**config.mk**
```make
export PLATFORM = sky130hd
export DESIGN_NAME = apb_req_master_flat
export DESIGN_NICKNAME = d
export VERILOG_FILES = /design/src/rtl/apb_req_master_pkg.sv /design/src/rtl/apb_req_master_if.sv /design/src/rtl/apb_req_master_timeout_cnt.sv /design/src/rtl/apb_req_master.sv /design/src/flat_wrapper.sv
export SDC_FILE = /design/constraint.sdc
export NUM_CORES = 1
export LEC_CHECK = 0
export BUFFER_PORTS_ARGS = -buffer_cell sky130_fd_sc_hd__buf_4
export CORE_ASPECT_RATIO = 0.9
export CORE_MARGIN = 8
export CORE_UTILIZATION = 47
export CTS_BUF_LIST = sky130_fd_sc_hd__clkbuf_2
export DETAILED_ROUTE_END_ITERATION = 16
export PLACE_DENSITY = 0.83
export SLEW_MARGIN = 5
export SYNTH_ARGS = -nofsm -noshare
export SYNTH_HDL_FRONTEND = slang
export SYNTH_SLANG_ARGS = --single-unit
```
**constraint.sdc**
```tcl
create_clock -name clk_i -period 2.4 [get_ports clk_i]
set_clock_uncertainty 0.15 [all_clocks]
set_input_delay 0.24 -clock clk_i [delete_from_list [all_inputs] [get_ports clk_i]]
set_output_delay 0.24 -clock clk_i [all_outputs]
set_load 0.02 [all_outputs]
```
**src/rtl/apb_req_master_pkg.sv**
```systemverilog
// -----------------------------------------------------------------------------
// apb_req_master_pkg
// Shared types and helpers for the req/gnt/rvalid to APB3 master bridge.
//   apb_state_e    : FSM state encoding (IDLE, SETUP, ACCESS)
//   cnt_width()    : width of a counter that must reach a given limit
//   TIMEOUT_CNT_W  : counter width for the default timeout limit
// Optional feature macro: APB_REQ_MASTER_TIMEOUT_EN (see apb_req_master.sv).
// -----------------------------------------------------------------------------
package apb_req_master_pkg;

  typedef enum logic [1:0] {
    IDLE   = 2'd0,
    SETUP  = 2'd1,
    ACCESS = 2'd2
  } apb_state_e;

  localparam int unsigned TIMEOUT_CYCLES_DEF = 255;

  // Width large enough to hold the value `limit` itself.
  function automatic int unsigned cnt_width(input int unsigned limit);
    return (limit < 1) ? 1 : $clog2(limit + 1);
  endfunction

  localparam int unsigned TIMEOUT_CNT_W = $clog2(TIMEOUT_CYCLES_DEF + 1);

endpackage

```
**src/rtl/apb_req_master_if.sv**
```systemverilog
// -----------------------------------------------------------------------------
// apb_req_master_if
// Bundles the request port (req/gnt/rvalid) and the APB3 master port.
//   master : view used by the bridge (drives gnt/rvalid/rdata/err and APB outs)
//   slave  : view used by the environment (requester + APB slave model)
// Handshake rules:
//   A request transfers when req_i && gnt_o are both high in the same cycle;
//   request inputs are ignored otherwise. rvalid_o is a single-cycle pulse
//   with rdata_o/err_o, which then hold until the next response. An APB
//   transfer completes when psel_o && penable_o && pready_i.
// -----------------------------------------------------------------------------
interface apb_req_master_if #(
  parameter int APB_ADDR_WIDTH = 32,
  parameter int APB_DATA_WIDTH = 32
);
  logic                      req_i;
  logic                      gnt_o;
  logic                      we_i;
  logic [APB_ADDR_WIDTH-1:0] addr_i;
  logic [APB_DATA_WIDTH-1:0] wdata_i;
  logic                      rvalid_o;
  logic [APB_DATA_WIDTH-1:0] rdata_o;
  logic                      err_o;
  logic [APB_ADDR_WIDTH-1:0] paddr_o;
  logic [APB_DATA_WIDTH-1:0] pwdata_o;
  logic                      pwrite_o;
  logic                      psel_o;
  logic                      penable_o;
  logic [APB_DATA_WIDTH-1:0] prdata_i;
  logic                      pready_i;
  logic                      pslverr_i;

  modport master (
    input  req_i, we_i, addr_i, wdata_i, prdata_i, pready_i, pslverr_i,
    output gnt_o, rvalid_o, rdata_o, err_o,
           paddr_o, pwdata_o, pwrite_o, psel_o, penable_o
  );

  modport slave (
    output req_i, we_i, addr_i, wdata_i, prdata_i, pready_i, pslverr_i,
    input  gnt_o, rvalid_o, rdata_o, err_o,
           paddr_o, pwdata_o, pwrite_o, psel_o, penable_o
  );
endinterface

```
**src/rtl/apb_req_master_timeout_cnt.sv**
```systemverilog
// -----------------------------------------------------------------------------
// apb_req_timeout_cnt
// ACCESS-phase wait counter with limit compare.
//   clk_i, rst_ni : clock, asynchronous active-low reset
//   clear_i       : high in the cycle before ACCESS is entered (SETUP)
//   access_i      : FSM is in ACCESS
//   pready_i      : APB ready
//   hit_o         : this ACCESS cycle is the TIMEOUT_CYCLES-th wait cycle
// Used only when APB_REQ_MASTER_TIMEOUT_EN is defined.
// -----------------------------------------------------------------------------
module apb_req_timeout_cnt
  import apb_req_master_pkg::*;
#(
  parameter int TIMEOUT_CYCLES = 255
) (
  input  logic clk_i,
  input  logic rst_ni,
  input  logic clear_i,
  input  logic access_i,
  input  logic pready_i,
  output logic hit_o
);
  localparam int unsigned CNT_W = cnt_width(TIMEOUT_CYCLES);

  logic [CNT_W-1:0] cnt_q;

  // cnt_q counts wait cycles already spent; the current cycle is the
  // (cnt_q+1)-th, so the limit is reached when cnt_q == TIMEOUT_CYCLES-1.
  assign hit_o = access_i && !pready_i && (cnt_q == CNT_W'(TIMEOUT_CYCLES - 1));

  always_ff @(posedge clk_i or negedge rst_ni) begin
    if (!rst_ni) begin
      cnt_q <= '0;
    end else if (clear_i) begin
      cnt_q <= '0;
    end else if (access_i && !pready_i && !hit_o) begin
      cnt_q <= cnt_q + 1'b1;
    end
  end
endmodule

```
**src/rtl/apb_req_master.sv**
```systemverilog
// -----------------------------------------------------------------------------
// apb_req_master
// Converts a req/gnt/rvalid request port into APB3 master transfers, one
// outstanding transfer at a time, 2 cycles per transfer back-to-back.
//   clk_i, rst_ni : clock, asynchronous active-low reset
//   bus           : apb_req_master_if.master (request port + APB port)
//   state_o       : current FSM state (debug visibility)
// Optional feature: define APB_REQ_MASTER_TIMEOUT_EN to abort an ACCESS phase
// after TIMEOUT_CYCLES wait cycles with an error response (rdata 0, err 1).
// -----------------------------------------------------------------------------
module apb_req_master
  import apb_req_master_pkg::*;
#(
  parameter int APB_ADDR_WIDTH = 32,
  parameter int APB_DATA_WIDTH = 32,
  parameter int TIMEOUT_CYCLES = TIMEOUT_CYCLES_DEF
) (
  input  logic                  clk_i,
  input  logic                  rst_ni,
  apb_req_master_if.master      bus,
  output apb_state_e            state_o
);
  if (TIMEOUT_CYCLES < 1) begin : g_bad_timeout
    $error("apb_req_master: TIMEOUT_CYCLES must be >= 1");
  end

  apb_state_e                state_q;
  logic [APB_ADDR_WIDTH-1:0] paddr_q;
  logic [APB_DATA_WIDTH-1:0] pwdata_q;
  logic                      pwrite_q;
  logic                      psel_q;
  logic                      penable_q;
  logic                      rvalid_q;
  logic [APB_DATA_WIDTH-1:0] rdata_q;
  logic                      err_q;
  logic                      gnt;
  logic                      timeout_hit;

  // Accept in IDLE, or in the completing ACCESS cycle so the next transfer
  // starts its SETUP with no idle cycle in between.
  assign gnt = bus.req_i &&
               ((state_q == IDLE) || ((state_q == ACCESS) && bus.pready_i));

`ifdef APB_REQ_MASTER_TIMEOUT_EN
  apb_req_timeout_cnt #(
    .TIMEOUT_CYCLES (TIMEOUT_CYCLES)
  ) u_timeout_cnt (
    .clk_i    (clk_i),
    .rst_ni   (rst_ni),
    .clear_i  (state_q == SETUP),
    .access_i (state_q == ACCESS),
    .pready_i (bus.pready_i),
    .hit_o    (timeout_hit)
  );
`else
  assign timeout_hit = 1'b0;
`endif

  always_ff @(posedge clk_i or negedge rst_ni) begin
    if (!rst_ni) begin
      state_q   <= IDLE;
      paddr_q   <= '0;
      pwdata_q  <= '0;
      pwrite_q  <= 1'b0;
      psel_q    <= 1'b0;
      penable_q <= 1'b0;
      rvalid_q  <= 1'b0;
      rdata_q   <= '0;
      err_q     <= 1'b0;
    end else begin
      rvalid_q <= 1'b0;
      // Address/data/direction only change on an accepted request, which
      // keeps them stable from SETUP through the end of ACCESS.
      if (gnt) begin
        paddr_q  <= bus.addr_i;
        pwdata_q <= bus.wdata_i;
        pwrite_q <= bus.we_i;
      end
      case (state_q)
        IDLE: begin
          if (bus.req_i) begin
            state_q <= SETUP;
            psel_q  <= 1'b1;
          end
        end
        SETUP: begin
          state_q   <= ACCESS;
          penable_q <= 1'b1;
        end
        ACCESS: begin
          if (bus.pready_i) begin
            rvalid_q  <= 1'b1;
            rdata_q   <= pwrite_q ? '0 : bus.prdata_i;
            err_q     <= bus.pslverr_i;
            penable_q <= 1'b0;
            if (bus.req_i) begin
              state_q <= SETUP;
              psel_q  <= 1'b1;
            end else begin
              state_q <= IDLE;
              psel_q  <= 1'b0;
            end
          end else if (timeout_hit) begin
            rvalid_q  <= 1'b1;
            rdata_q   <= '0;
            err_q     <= 1'b1;
            psel_q    <= 1'b0;
            penable_q <= 1'b0;
            state_q   <= IDLE;
          end
        end
        default: begin
          state_q   <= IDLE;
          psel_q    <= 1'b0;
          penable_q <= 1'b0;
        end
      endcase
    end
  end

  assign bus.gnt_o     = gnt;
  assign bus.rvalid_o  = rvalid_q;
  assign bus.rdata_o   = rdata_q;
  assign bus.err_o     = err_q;
  assign bus.paddr_o   = paddr_q;
  assign bus.pwdata_o  = pwdata_q;
  assign bus.pwrite_o  = pwrite_q;
  assign bus.psel_o    = psel_q;
  assign bus.penable_o = penable_q;
  assign state_o       = state_q;
endmodule
```
**src/flat_wrapper.sv**
```systemverilog
// flat-port wrapper written by rule: the top's interface ports become plain ports
module apb_req_master_flat import apb_req_master_pkg::*;
#(
  parameter int APB_ADDR_WIDTH = 32,
  parameter int APB_DATA_WIDTH = 32,
  parameter int TIMEOUT_CYCLES = TIMEOUT_CYCLES_DEF
)
  (clk_i, rst_ni, state_o, bus_req_i, bus_we_i, bus_addr_i, bus_wdata_i, bus_prdata_i, bus_pready_i, bus_pslverr_i, bus_gnt_o, bus_rvalid_o, bus_rdata_o, bus_err_o, bus_paddr_o, bus_pwdata_o, bus_pwrite_o, bus_psel_o, bus_penable_o);
  apb_req_master_if #(.APB_ADDR_WIDTH(APB_ADDR_WIDTH), .APB_DATA_WIDTH(APB_DATA_WIDTH)) bus_i ();
  input  logic clk_i;
  input  logic rst_ni;
  output apb_state_e state_o;
  input wire logic [$bits(bus_i.req_i)-1:0] bus_req_i;
  input wire logic [$bits(bus_i.we_i)-1:0] bus_we_i;
  input wire logic [$bits(bus_i.addr_i)-1:0] bus_addr_i;
  input wire logic [$bits(bus_i.wdata_i)-1:0] bus_wdata_i;
  input wire logic [$bits(bus_i.prdata_i)-1:0] bus_prdata_i;
  input wire logic [$bits(bus_i.pready_i)-1:0] bus_pready_i;
  input wire logic [$bits(bus_i.pslverr_i)-1:0] bus_pslverr_i;
  output wire logic [$bits(bus_i.gnt_o)-1:0] bus_gnt_o;
  output wire logic [$bits(bus_i.rvalid_o)-1:0] bus_rvalid_o;
  output wire logic [$bits(bus_i.rdata_o)-1:0] bus_rdata_o;
  output wire logic [$bits(bus_i.err_o)-1:0] bus_err_o;
  output wire logic [$bits(bus_i.paddr_o)-1:0] bus_paddr_o;
  output wire logic [$bits(bus_i.pwdata_o)-1:0] bus_pwdata_o;
  output wire logic [$bits(bus_i.pwrite_o)-1:0] bus_pwrite_o;
  output wire logic [$bits(bus_i.psel_o)-1:0] bus_psel_o;
  output wire logic [$bits(bus_i.penable_o)-1:0] bus_penable_o;
  assign bus_i.req_i = bus_req_i;
  assign bus_i.we_i = bus_we_i;
  assign bus_i.addr_i = bus_addr_i;
  assign bus_i.wdata_i = bus_wdata_i;
  assign bus_i.prdata_i = bus_prdata_i;
  assign bus_i.pready_i = bus_pready_i;
  assign bus_i.pslverr_i = bus_pslverr_i;
  assign bus_gnt_o = bus_i.gnt_o;
  assign bus_rvalid_o = bus_i.rvalid_o;
  assign bus_rdata_o = bus_i.rdata_o;
  assign bus_err_o = bus_i.err_o;
  assign bus_paddr_o = bus_i.paddr_o;
  assign bus_pwdata_o = bus_i.pwdata_o;
  assign bus_pwrite_o = bus_i.pwrite_o;
  assign bus_psel_o = bus_i.psel_o;
  assign bus_penable_o = bus_i.penable_o;
  apb_req_master #(.APB_ADDR_WIDTH(APB_ADDR_WIDTH), .APB_DATA_WIDTH(APB_DATA_WIDTH), .TIMEOUT_CYCLES(TIMEOUT_CYCLES)) u_core (.clk_i(clk_i), .rst_ni(rst_ni), .bus(bus_i), .state_o(state_o));
endmodule
```
==> results.sh <==
export IMPL_grt_pass1_vias=3921
export IMPL_drv_slew=0
export IMPL_synth_fp_nets=397
export IMPL_final_cells=713
export IMPL_utilization_pct=81.7
export IMPL_setup_tns_ns=0
export IMPL_critPathKind="flop to output port"
export IMPL_ff2ff_setup_slack_ns=0.32
export IMPL_crit_path_max_fanout=17
export IMPL_max_stage_delay_ns=0.49
export IMPL_yosysTopAreaCell="dfrtp_1"
export IMPL_fp_coreArea_sq_um=8410
export IMPL_p_total_mw=6.15
export IMPL_h_tree_depth=3
export IMPL_cts_clk_slew_worst_paths_ns=0.26
export IMPL_track_usage_pct=22.8
export IMPL_startpoint="u_core.state_o[1]$_DFFE_PN0P_"
export IMPL_reg2reg_depth=5
export IMPL_finalHoldViolCount=0
export IMPL_tritoncts="built"
export IMPL_dp_cells=590
export IMPL_portBuffers=205
export IMPL_clock_latency_ns=0.52
export IMPL_root_buffer="clkbuf_2"
export IMPL_ant_nets=0
export IMPL_num_fill_cells=445
export IMPL_fin_ws_ns=0.169
export IMPL_ys_warn_count=0
export IMPL_cp_data_arrival_time_ns=1.84
export IMPL_synthCells=295
export IMPL_whs_ns=0.293
export IMPL_start_util_pct=47.5
export IMPL_synth_top_area_share_pct=64.5
export IMPL_die_area_sq_um=11700
export IMPL_clockBufferDepth=2
export IMPL_clock_sinks=103
export IMPL_hold_path_class="input port to flop"
export IMPL_viasPerCell=4.87
export IMPL_reg2reg_to="u_core.bus.pwdata_o[31]$_DFFE_PN0P_"
export IMPL_grt_start_max_net_pins=54
export IMPL_worstSetupEndpointType="output port"
export IMPL_grt_pass1_wl_um=20600
export IMPL_place_hpwl_um=7830
export IMPL_outcome="completed"
export IMPL_setup_viol=0
export IMPL_endpoint="bus_gnt_o"
export IMPL_stdcell_area_sq_um=6870
export IMPL_regArea_sq_um=2580
export IMPL_r2r_start="u_core.state_o[1]$_DFFE_PN0P_"
export IMPL_final_nets=708
export IMPL_fp_dieW_um=113
export IMPL_rsz0062_at_grt="false"
export IMPL_drive_gt1_share_pct=42.2
export IMPL_vdd_drop_max_uv=671
export IMPL_dpl_worst_slack_ns=0.550
export IMPL_critPathRequiredTime_ns=2.01
export IMPL_drt_pre_antenna_iters=4
export IMPL_syn_to_final_growth_pct=72.0
export IMPL_relSlewSlack_pct=41.1
export IMPL_wl_um=13200
export IMPL_cts_made_buffers=9
export IMPL_synth_area_top_cells="dfrtp_1, mux2_1, mux2_2"
export IMPL_ys_ff_latch=103
export IMPL_syn_area_per_cell_sq_um=13.5
export IMPL_multi_input_area_sq_um=1310
export IMPL_ys_types=19
export IMPL_wl_per_cell_um=18.5
export IMPL_fin_crit_sh_pct=93.0
export IMPL_die_y_um=103
export IMPL_yosysSeqAreaShare_pct=64.5
export IMPL_fin_crit_ns=2.23
export IMPL_drc=0
export IMPL_num_rows=32
export IMPL_p_leak_nw=3.30
export IMPL_post_cts_resized=0
export IMPL_slowest_stage="dfrtp_1"
export IMPL_place_congestion=0.749
export IMPL_fmax_mhz=448
export IMPL_vias=3470
export IMPL_worst_pin_slew_ns=0.883
export IMPL_place_area_sq_um=5620
export IMPL_power_density_nw_per_um2=895
export IMPL_start_kind="flop"
export IMPL_io_pins=206
export IMPL_antenna_found_initial=2
export IMPL_hold_depth=3
export IMPL_grt_overflow=0
export IMPL_first_iter_violations=86
export IMPL_syn_cell_area_sq_um=4000
export IMPL_maxCapViolCount=0
export IMPL_path_cells="nor2b_2 > nor3b_4 > buf_12 > buf_4"
export IMPL_final_cell_mix="buf_4, dlygate4sd3_1, dfrtp_1"
export IMPL_mostFrequentLayoutCell="buf_4"
## registers in the layout (all words and copies together), names as in the netlist
register	cells
u_core.state_o	2
u_core.bus.penable_o	1
u_core.bus.rdata_o	32
u_core.bus.pwrite_o	1
u_core.bus.err_o	1
u_core.bus.psel_o	1
u_core.bus.pwdata_o	32
u_core.bus.rvalid_o	1
u_core.bus.paddr_o	32
## synthesized netlist by cell type (all sizes together)
master  instances
inv             2
nand3b          1
nand2          33
mux2i           1
nor3b           2
dfrtp         103
nor2b           1
o22ai           1
a21oi           1
mux2           66
buf            12
o21ai          34
nand2b         32
o21a            1
clkbuf          5
## worst max-delay path: cells and delay by family, from the launching register on
family	cells	cell delay [ns]
simple gates	2	0.46
flops	1	0.49
buf+inv	2	0.36
## cell type report
| cell class | instances | area share, % |
|---|---|---|
| multi-input cells | 173 | 19.0 |
| flip-flops and latches | 103 | 37.5 |
| clock buffers | 9 | 0.655 |
| well taps | 102 | 1.86 |
| diodes | 2 | 0.0728 |
| clock inverters | 5 | 1.22 |
| inverters | 2 | 0.109 |
| repair buffers | 317 | 39.5 |
## what timing repair did
action                                 in CTS  in global routing
cloned                                      1                  1
setup buffers                               0                  1
hold buffers                              104                  0
setup endpoints to repair                   1                  1
endpoints found under the hold margin     206                  0
pin swaps                                   0                  1
## metal layers
| metal | vias up | routed length [um] | GRT usage [%] |
|---|---|---|---|
| li1 | 1612 | - | - |
| met1 | 1689 | 4680 | 23.0 |
| met2 | 137 | 7070 | 41.9 |
| met3 | 32 | 1110 | 8.65 |
| met4 | 0 | 347 | 9.61 |
| met5 | - | 0 | 0 |
## worst min-delay path by stage
stage	startpoint	to	slack (ns)
global route	bus_addr_i[6]	u_core.bus.paddr_o[6]$_DFFE_PN0P_	0.22
CTS	bus_addr_i[6]	u_core.bus.paddr_o[6]$_DFFE_PN0P_	0.24
global placement	rst_ni	u_core.bus.paddr_o[11]$_DFFE_PN0P_	0.07
detailed placement	rst_ni	u_core.bus.paddr_o[8]$_DFFE_PN0P_	0.08
finish	bus_addr_i[6]	u_core.bus.paddr_o[6]$_DFFE_PN0P_	0.29
floorplan	rst_ni	u_core.bus.err_o$_DFFE_PN0P_	-0.21
## power breakdown
group          total, mW  internal (mW)  leakage, nW  switching (mW)
combinational       2.67           1.28         1.98            1.38
sequential          2.61           2.26         1.25           0.344
clock              0.877          0.336       0.0705           0.541
## logic make-up after synthesis
group                  synth area share, %
AO/OA/AOI/OAI                         4.73
buffers and inverters                 2.91
flip-flops                            64.5
multiplexers                          18.8
AND/OR/NAND/NOR                       9.02
No activity file was read; power rests on OpenSTA's default activity.
